==> src/rtl/dram_controller_if.sv <==
// dram_controller_if: read/write requester handshake between the AXI DRAM slave and the controller
interface dram_controller_if;
  logic        rd_req;
  logic [31:0] rd_addr;
  logic [31:0] rd_data;
  logic        rd_done;
  logic        wr_req;
  logic [31:0] wr_addr;
  logic [31:0] wr_data;
  logic [3:0]  wr_wen_n;
  logic        wr_done;
  modport master (
    output rd_req, rd_addr, wr_req, wr_addr, wr_data, wr_wen_n,
    input  rd_data, rd_done, wr_done
  );
  modport slave (
    input  rd_req, rd_addr, wr_req, wr_addr, wr_data, wr_wen_n,
    output rd_data, rd_done, wr_done
  );
endinterface

==> src/rtl/dram_controller.sv <==
// dram_controller: open-page DRAM command sequencer arbitrating one read and one write requester
module dram_controller #(
  parameter int ROW_BITS = 11,
  parameter int COL_BITS = 10,
  parameter int T_RP     = 5,
  parameter int T_RCD    = 5,
  parameter int T_WR     = 5
) (
  input  logic                ACLK,
  input  logic                ARESETn,
  dram_controller_if.slave    bus,
  output logic                CSn,
  output logic                RASn,
  output logic                CASn,
  output logic [3:0]          WEn,
  output logic [ROW_BITS-1:0] A,
  output logic [31:0]         D,
  input  logic [31:0]         Q,
  input  logic                VALID
);
  typedef enum logic [2:0] {IDLE, PRE, ACT, WR, RD, RD_WAIT, DONE} state_t;
  state_t state, next_state;
  logic [7:0] cnt;
  logic [31:0] addr_q, data_q, sel_addr, sel_data;
  logic [3:0] wen_q, sel_wen, n_wen;
  logic op_rd, last_rd, row_open, serve_rd, is_rd, go;
  logic cmd_pre, cmd_act, cmd_rd, cmd_wr, n_rasn, n_casn;
  logic [ROW_BITS-1:0] open_row, row, col, n_a;
  logic [31:0] n_d;
  logic unused_bits;
  // In IDLE the request is taken straight from the requester so the first command can issue next cycle
  assign serve_rd    = bus.rd_req && (!bus.wr_req || !last_rd);
  assign sel_addr    = state == IDLE ? (serve_rd ? bus.rd_addr : bus.wr_addr) : addr_q;
  assign sel_data    = state == IDLE ? bus.wr_data : data_q;
  assign sel_wen     = state == IDLE ? bus.wr_wen_n : wen_q;
  assign is_rd       = state == IDLE ? serve_rd : op_rd;
  assign row         = sel_addr[ROW_BITS+11:12];
  assign col         = ROW_BITS'(sel_addr[COL_BITS+1:2]);
  assign unused_bits = ^sel_addr;
  assign go          = next_state != state;
  assign cmd_pre     = go && next_state == PRE;
  assign cmd_act     = go && next_state == ACT;
  assign cmd_rd      = go && next_state == RD;
  assign cmd_wr      = go && next_state == WR;
  // State, phase timer, latched request and open-row bookkeeping
  always_ff @(posedge ACLK or negedge ARESETn) begin
    if (!ARESETn) begin
      state    <= IDLE;
      cnt      <= 8'd0;
      addr_q   <= 32'd0;
      data_q   <= 32'd0;
      wen_q    <= 4'hF;
      op_rd    <= 1'b0;
      last_rd  <= 1'b0;
      row_open <= 1'b0;
      open_row <= '0;
    end else begin
      state <= next_state;
      cnt   <= cmd_pre ? 8'(T_RP - 1) : cmd_act ? 8'(T_RCD - 1) : cmd_wr ? 8'(T_WR - 1) :
               cnt == 8'd0 ? cnt : cnt - 8'd1;
      if (state == IDLE) begin
        addr_q <= sel_addr;
        data_q <= sel_data;
        wen_q  <= sel_wen;
        op_rd  <= serve_rd;
      end
      if (cmd_act) begin
        row_open <= 1'b1;
        open_row <= row;
      end
      if (state == DONE) last_rd <= op_rd;
    end
  end
  // Next-state selection: arbitration and row decision in IDLE, phase timing elsewhere
  always_comb begin
    next_state = state;
    case (state)
      IDLE:    if (bus.rd_req || bus.wr_req)
                 next_state = (row_open && open_row == row) ? (serve_rd ? RD : WR) : row_open ? PRE : ACT;
      PRE:     if (cnt == 8'd0) next_state = ACT;
      ACT:     if (cnt == 8'd0) next_state = op_rd ? RD : WR;
      WR:      if (cnt == 8'd0) next_state = DONE;
      RD:      next_state = RD_WAIT;
      RD_WAIT: if (VALID) next_state = DONE;
      DONE:    next_state = IDLE;
      default: next_state = IDLE;
    endcase
  end
  // Command pin values for the cycle about to start; a command only on the first cycle of its phase
  always_comb begin
    n_rasn = !(cmd_pre || cmd_act);
    n_casn = !(cmd_rd || cmd_wr);
    n_wen  = cmd_pre ? 4'h0 : cmd_wr ? sel_wen : 4'hF;
    n_a    = cmd_pre ? open_row : cmd_act ? row : (cmd_rd || cmd_wr) ? col : A;
    n_d    = cmd_wr ? sel_data : D;
  end
  // Registered DRAM pins and completion pulses
  always_ff @(posedge ACLK or negedge ARESETn) begin
    if (!ARESETn) begin
      CSn         <= 1'b1;
      RASn        <= 1'b1;
      CASn        <= 1'b1;
      WEn         <= 4'hF;
      A           <= '0;
      D           <= 32'd0;
      bus.rd_data <= 32'd0;
      bus.rd_done <= 1'b0;
      bus.wr_done <= 1'b0;
    end else begin
      CSn         <= 1'b0;
      RASn        <= n_rasn;
      CASn        <= n_casn;
      WEn         <= n_wen;
      A           <= n_a;
      D           <= n_d;
      bus.rd_data <= (state == RD_WAIT && VALID) ? Q : bus.rd_data;
      bus.rd_done <= go && next_state == DONE && is_rd;
      bus.wr_done <= go && next_state == DONE && !is_rd;
    end
  end
endmodule

==> src/flat_wrapper.sv <==
// flat-port wrapper written by rule: the top's interface ports become plain ports
module dram_controller_flat 
#(
  parameter int ROW_BITS = 11,
  parameter int COL_BITS = 10,
  parameter int T_RP     = 5,
  parameter int T_RCD    = 5,
  parameter int T_WR     = 5
)
  (ACLK, ARESETn, CSn, RASn, CASn, WEn, A, D, Q, VALID, bus_rd_req, bus_rd_addr, bus_wr_req, bus_wr_addr, bus_wr_data, bus_wr_wen_n, bus_rd_data, bus_rd_done, bus_wr_done);
  dram_controller_if bus_i ();
  input  logic ACLK;
  input  logic ARESETn;
  output logic CSn;
  output logic RASn;
  output logic CASn;
  output logic [3:0] WEn;
  output logic [ROW_BITS-1:0] A;
  output logic [31:0] D;
  input  logic [31:0] Q;
  input  logic VALID;
  input wire logic [$bits(bus_i.rd_req)-1:0] bus_rd_req;
  input wire logic [$bits(bus_i.rd_addr)-1:0] bus_rd_addr;
  input wire logic [$bits(bus_i.wr_req)-1:0] bus_wr_req;
  input wire logic [$bits(bus_i.wr_addr)-1:0] bus_wr_addr;
  input wire logic [$bits(bus_i.wr_data)-1:0] bus_wr_data;
  input wire logic [$bits(bus_i.wr_wen_n)-1:0] bus_wr_wen_n;
  output wire logic [$bits(bus_i.rd_data)-1:0] bus_rd_data;
  output wire logic [$bits(bus_i.rd_done)-1:0] bus_rd_done;
  output wire logic [$bits(bus_i.wr_done)-1:0] bus_wr_done;
  assign bus_i.rd_req = bus_rd_req;
  assign bus_i.rd_addr = bus_rd_addr;
  assign bus_i.wr_req = bus_wr_req;
  assign bus_i.wr_addr = bus_wr_addr;
  assign bus_i.wr_data = bus_wr_data;
  assign bus_i.wr_wen_n = bus_wr_wen_n;
  assign bus_rd_data = bus_i.rd_data;
  assign bus_rd_done = bus_i.rd_done;
  assign bus_wr_done = bus_i.wr_done;
  dram_controller #(.ROW_BITS(ROW_BITS), .COL_BITS(COL_BITS), .T_RP(T_RP), .T_RCD(T_RCD), .T_WR(T_WR)) u_core (.ACLK(ACLK), .ARESETn(ARESETn), .bus(bus_i), .CSn(CSn), .RASn(RASn), .CASn(CASn), .WEn(WEn), .A(A), .D(D), .Q(Q), .VALID(VALID));
endmodule
==> config.mk <==
export PLATFORM = sky130hd
export DESIGN_NAME = dram_controller_flat
export DESIGN_NICKNAME = d
export VERILOG_FILES = /design/src/rtl/dram_controller_if.sv /design/src/rtl/dram_controller.sv /design/src/flat_wrapper.sv
export SDC_FILE = /design/constraint.sdc
export NUM_CORES = 1
export LEC_CHECK = 0
export BUFFER_PORTS_ARGS = -buffer_cell sky130_fd_sc_hd__buf_2
export CORE_MARGIN = 3
export CORE_UTILIZATION = 45
export DETAILED_ROUTE_END_ITERATION = 6
export MAX_ROUTING_LAYER = met4
export PLACE_DENSITY = 0.71
export SLEW_MARGIN = 20
export SYNTH_ARGS = -nofsm -noshare
export SYNTH_HDL_FRONTEND = slang
export SYNTH_SLANG_ARGS = --single-unit
==> constraint.sdc <==
create_clock -name ACLK -period 3.6 [get_ports ACLK]
set_input_delay 0.18 -clock ACLK [delete_from_list [all_inputs] [get_ports ACLK]]
set_output_delay 0.18 -clock ACLK [all_outputs]
set_load 0.01 [all_outputs]
==> impl_metrics.ini, run 1 <==
[outcome]
status = finished clean

[yosys]
ys_top_cells_by_count = nand2_1 (175), dfrtp_1 (155), mux2_2 (75)
ys.warnings.count = 0
synth_edf_count = 0
seq_area_frac_synth_pct = 57.8
synth_cell_types = 54
syn_area_per_cell_um2 = 10.7
synthTopCellsByArea = dfrtp_1 (54%), mux2_2 (12%), nand2_1 (9.1%), dfstp_2 (4.0%), nor2_1 (1.9%)
synth_most_common_cell = nand2_1
syn_inst = 673
yosysTopAreaCellShare_pct = 53.8
yosys.area.top_type = dfrtp_1
dominantRegCellSynth = dfrtp_1
synth_seq_cells = 166
syn-num-nets = 811
async_flop_share_pct = 100
syn_area_um2 = 7210

[placed_design]
dpl_worst_slack_ns = 0.0702
place_congestion = 0.831
io_buffers = 198
dp.cells = 1066
dp_hpwl_um = 11900

[clock_network]
clkSinkCount = 166
cts-root-buf = clkbuf_16
insertion_delay_ns = 0.43
cts_tree = yes
htreeDepth = 4
clk_pin_slew_ns = 0.06
cts_buffers = 17
clockBufferDepth = 2

[sta]
slew_viol_final = 0
setup-violations-final = 0
min_period_over_period_pct = 93.7
final_hold_viol_count = 0
max_slew_margin_pct = 48.1
period_needed_ns = 3.37
fmax_mhz = 296
fin_setup_tns_ns = 0
whs_ns = 0.0249
fin_skew_ns = 0.0124
layout_setup_ws_ns = 0.226
tightest_slew_ns = 0.779
rsz0062_at_grt = false

[critical_path]
start_kind = register
worst-path-max-fanout = 13
endpoint_kind = register
arrival_ns = 3.68
critPathKind = register to register
required_ns = 3.91

[layout]
num_antenna_cells = 0
drive_above_1_share_pct = 36.7
area_growth_pct = 36.4
nets = 1085
final_cells = 1171
n_fill_cell = 1235
post-route-util_pct = 63.7
multi_input_area_um2 = 2800
regArea_um2 = 4170

[route]
ant_nets = 0
dr.pass1.iters = 4
drt_iter0_drc = 440
drc = 0
routed_via_density = 5.04
wl_per_cell_um = 15.9
via_count = 5898
routed_wl_um = 18600

[die]
initial_utilization_pct = 46.7
die_w_um = 133
core_area_um2 = 15400
rows = 45
io_pins = 221
die_h_um = 133
die_area_um2 = 17600

[global_routing]
grt_max_degree = 89
grt_pass1_vias = 6041
overflow = 0
grt_pass1_wl_um = 30300
grt_usage_pct = 22.0
antenna_found_initial = 0

[job]
max-cap-violations = 0

[pwr]
power_leakage_nw = 4.84
ir_worst_vdd_mv = 0.487
pwr_density_cell_nw_per_um2 = 988

[hold_path]
hold_class = primary input to register
==> layout make-up <==
| cell class | instances | share of cell area (%) |
|---|---|---|
| Sequential cell | 166 | 42.4 |
| Multi-Input combinational cell | 451 | 28.5 |
| Timing Repair Buffer | 290 | 19.4 |
| Clock buffer | 21 | 4.68 |
| Tap cell | 211 | 2.69 |
| Clock inverter | 11 | 1.50 |
| Inverter | 21 | 0.802 |
==> flip-flops by register name, summed over array words and instances (netlist names) <==
name                cells
u_core.A               11
u_core.op_rd            1
u_core.WEn              4
u_core.CSn              1
u_core.state            3
u_core.cnt              8
u_core.RASn             1
u_core.data_q          32
u_core.wen_q            4
u_core.open_row        11
u_core.row_open         1
u_core.bus.rd_data     32
u_core.bus.wr_done      1
u_core.D               32
u_core.last_rd          1
u_core.CASn             1
u_core.addr_q          21
u_core.bus.rd_done      1
==> routing by layer <==
layer | vias up | share of wire, % | track usage, %
li1 | 2855 | - | -
met1 | 2830 | 42 | 27.0
met2 | 186 | 50 | 35.6
met3 | 27 | 5.9 | 5.70
met4 | 0 | 2.0 | 7.51
met5 | - | 0 | -
==> worst max-delay path, cell delays in order (launching register included) <==
cell	delay (ns)
dfrtp_1	0.42
a21boi_4	0.24
buf_4	0.24
mux2i_1	0.29
a21o_1	0.19
o211ai_1	0.10
nor3_2	0.24
nand4_1	0.19
a21bo_1	0.25
buf_4	0.16
nor3_2	0.25
buf_4	0.22
o221ai_1	0.17
mux2_2	0.29
==> logic make-up (layout without fill, tap and decap cells) <==
| group | after synthesis | count (layout) | share of synthesized area (%) |
|---|---|---|---|
| multiplexers | 83 | 83 | 12.8 |
| AND/OR/NAND/NOR | 274 | 274 | 16.5 |
| XOR/XNOR | 2 | 2 | 0.243 |
| buffers and inverters | 56 | 343 | 3.42 |
| other | 1 | 1 | 0.0520 |
| AO/OA/AOI/OAI | 90 | 90 | 8.96 |
| adder cells (fa/ha/maj) | 1 | 1 | 0.174 |
| flip-flops | 166 | 166 | 57.8 |
==> final timing paths <==
path,startpoint,to,slack [ns],cells after the start
max,u_core.last_rd$_DFFE_PN0N_,u_core.A[7]$_DFFE_PN0P_,0.23,13
max in group asynchronous,ARESETn,u_core.wen_q[2]$_DFFE_PN1P_,2.30,3
min reg2reg,u_core.data_q[25]$_DFFE_PN0P_,u_core.data_q[25]$_DFFE_PN0P_,0.47,2
min,Q[3],u_core.bus.rd_data[3]$_DFFE_PN0P_,0.02,2
min in group asynchronous,ARESETn,u_core.D[6]$_DFFE_PN0P_,0.37,2
max reg2reg,u_core.last_rd$_DFFE_PN0N_,u_core.A[7]$_DFFE_PN0P_,0.23,13
==> placed cells by master (no fill, tap or decap), types with 3 or more instances in the layout <==
master	Yosys	final
mux2i_1	8	7
or3_1	5	5
buf_4	1	20
and3_1	4	4
nand3_1	7	7
nand2_1	175	175
dfrtp_1	155	155
bufinv_16	0	3
nand2b_1	8	8
nor2_1	37	37
nor3_1	10	9
o21ai_0	16	16
buf_2	8	197
clkbuf_16	0	17
a21o_1	5	5
dfstp_2	11	11
inv_1	21	21
clkinvlp_4	0	4
mux2_2	75	75
o22ai_1	5	5
a21oi_1	16	16
o221ai_1	11	11
and2_1	5	5
nand4_1	12	12
dlygate4sd3_1	0	67
buf_12	0	4
a31oi_1	11	11
a211oi_1	5	5
o211ai_1	4	4
==> metrics by stage <==
step	power, mW	cell area [um^2]
2_1_floorplan	6.28	7210
3_3_place_gp	7.63	8490
3_5_place_dp	7.73	8490
4_1_cts	9.69	9770
5_1_grt	10.4	9830
6_report	9.71	9830
==> report_power, final <==
part           switching, mW  leakage [nW]  internal (mW)
combinational           2.44          2.57           2.09
sequential             0.477          1.98           2.83
clock                  0.741         0.286           1.13
total                   3.66          4.84           6.05
==> timing repair <==
action / in CTS / in global routing
setup buffers: 0 / 5
setup endpoints to repair: 0 / 17
hold buffers: 67 / 0
hold endpoints to repair: 152 / 0
resized for setup: 0 / 2
Power figures use the tool's default switching activity.
==> run 2: changes to the inputs <==
- RECOVER_POWER: unset -> 50
==> impl_metrics.ini, run 2 (same netlist as run 1, synthesis figures left out) <==
[sta]
fin_setup_tns_ns = 0
fmax_mhz = 297
final_hold_viol_count = 0
min_period_over_period_pct = 93.4
slew_viol_final = 89
fin_skew_ns = 0.00898
tightest_slew_ns = 2.08
max_slew_margin_pct = -38.7
period_needed_ns = 3.36
rsz0062_at_grt = false
whs_ns = 0.0237
setup-violations-final = 0

[critical_path]
endpoint_kind = register
crit_path_cell_trace = a21boi_4 -> buf_4 -> mux2i_2 -> a21oi_1 -> a211o_1 -> nor3_2 -> nand4_1 -> a21bo_1 -> buf_4 -> nor3_2 -> buf_4 -> o221ai_1 -> mux2_2
cpPeakStageDelay_ns = 0.42
arrival_ns = 3.67
cp_num_buf_inv = 3
required_ns = 3.91
cp_common_cell = buf_4
crit_path_start = u_core.last_rd$_DFFE_PN0N_
worst-path-max-fanout = 10
start_kind = register
cp_top_family = compound AO/OA/AOI/OAI gates
crit_slowest_cell = dfrtp_1
rr_startpoint = u_core.last_rd$_DFFE_PN0N_
critPathKind = register to register

[pwr]
power.total_mw = 9.61
p_int_mw = 5.93
p_comb_share_pct = 45.9
p_seq_share_pct = 34.6
power_leakage_nw = 4.58
sw_frac_of_total_pct = 38.3
p_switching_mw = 3.68
ir_worst_vdd_mv = 0.489
pwr_density_cell_nw_per_um2 = 990
clkPwrFrac_pct = 19.5

[route]
wl_per_cell_um = 15.9
drc = 0
drt_iter0_drc = 380
via_count = 5927
routed_wl_um = 18600
routed_via_density = 5.06
ant_nets = 0
dr.pass1.iters = 5

[clock_network]
cts-root-buf = clkbuf_16
clkSinkCount = 166
cts_tree = yes
htreeDepth = 4
clk_pin_slew_ns = 0.06
clockBufferDepth = 2
cts_buffers = 17
insertion_delay_ns = 0.43

[layout]
nets = 1085
layout_commonest_cell = nand2_1
top_regs = u_core.D (32), u_core.bus.rd_data (32), u_core.data_q (32)
num_antenna_cells = 0
layout_common_cells = nand2_1 (175), dfrtp_1 (155), buf_2 (113)
area_growth_pct = 34.7
drive_above_1_share_pct = 27.9

[hold_path]
hold_path.startpoint = Q[3]
hold_class = primary input to register

[global_routing]
antenna_found_initial = 0
overflow = 0
grt_pass1_vias = 6041
grt_usage_pct = 22.0
grt_max_degree = 89
grt_pass1_wl_um = 30300

[outcome]
violations = capacitance limit, slew limit
status = finished, violations left

[die]
die_h_um = 133
rows = 45
initial_utilization_pct = 46.7
die_w_um = 133
core_area_um2 = 15400
die_area_um2 = 17600
io_pins = 221

[job]
max-cap-violations = 1

[placed_design]
io_buffers = 198
place_congestion = 0.831
dp_hpwl_um = 11900
## run 2: layer usage
layer / up-vias / GRT usage [%] / routed length [um]
met1: 2867 / 27.0 / 7940
met3: 32 / 5.70 / 997
li1: 2858 / - / -
met2: 170 / 35.6 / 9260
met4: 0 / 7.51 / 405
met5: - / - / 0
## run 2: area by class of cell
type / count / area, um^2
inverters: 21 / 78.8
clock buffers: 21 / 460
repair buffers: 290 / 1790
flip-flops and latches: 166 / 4170
well taps: 211 / 264
clock inverters: 11 / 148
multi-input cells: 451 / 2800
fillers: 1287 / 5720
## run 2: power by group through the flow
stage | logic [mW] | clock network (mW) | registers, mW
floorplan | 2.85 | 0 | 3.43
finish | 4.41 | 1.87 | 3.32
detailed placement | 4.42 | 0 | 3.31
CTS | 4.50 | 1.89 | 3.29
global placement | 4.34 | 0 | 3.28
global route | 4.89 | 1.98 | 3.43
## run 2: worst paths after layout
| kind | endpoint | slack (ns) | depth (start not counted) |
|---|---|---|---|
| setup / recovery | u_core.A[7]$_DFFE_PN0P_ | 0.24 | 13 |
| hold reg to reg | u_core.wen_q[0]$_DFFE_PN1P_ | 0.47 | 2 |
| min in group asynchronous | u_core.D[6]$_DFFE_PN0P_ | 0.88 | 2 |
| max in group asynchronous | u_core.cnt[2]$_DFFE_PN0P_ | 0.56 | 3 |
| setup reg to reg | u_core.A[7]$_DFFE_PN0P_ | 0.24 | 13 |
| hold / removal | u_core.bus.rd_data[3]$_DFFE_PN0P_ | 0.02 | 2 |
## run 2: what timing repair did
action                     4_1_cts  5_1_grt
gates resized for setup          0        2
buffers inserted                 0        5
hold endpoints to repair       152        0
setup endpoints to repair        0       17
hold buffers                    67        0
## run 2: through the flow
| stage | utilization, % | cells | area (um^2) | worst slack (ns) |
|---|---|---|---|---|
| final | 62.9 | 1171 | 9700 | 0.238 |
| after global routing | 62.9 | 1171 | 9700 | 0.0126 |
| after CTS | 63.3 | 1165 | 9770 | 0.0591 |
| after detailed placement | 55.0 | 1066 | 8490 | 0.0702 |
| after global placement | 55.0 | 1066 | 8490 | 0.144 |
| after floorplan | - | 673 | 7210 | 0.412 |
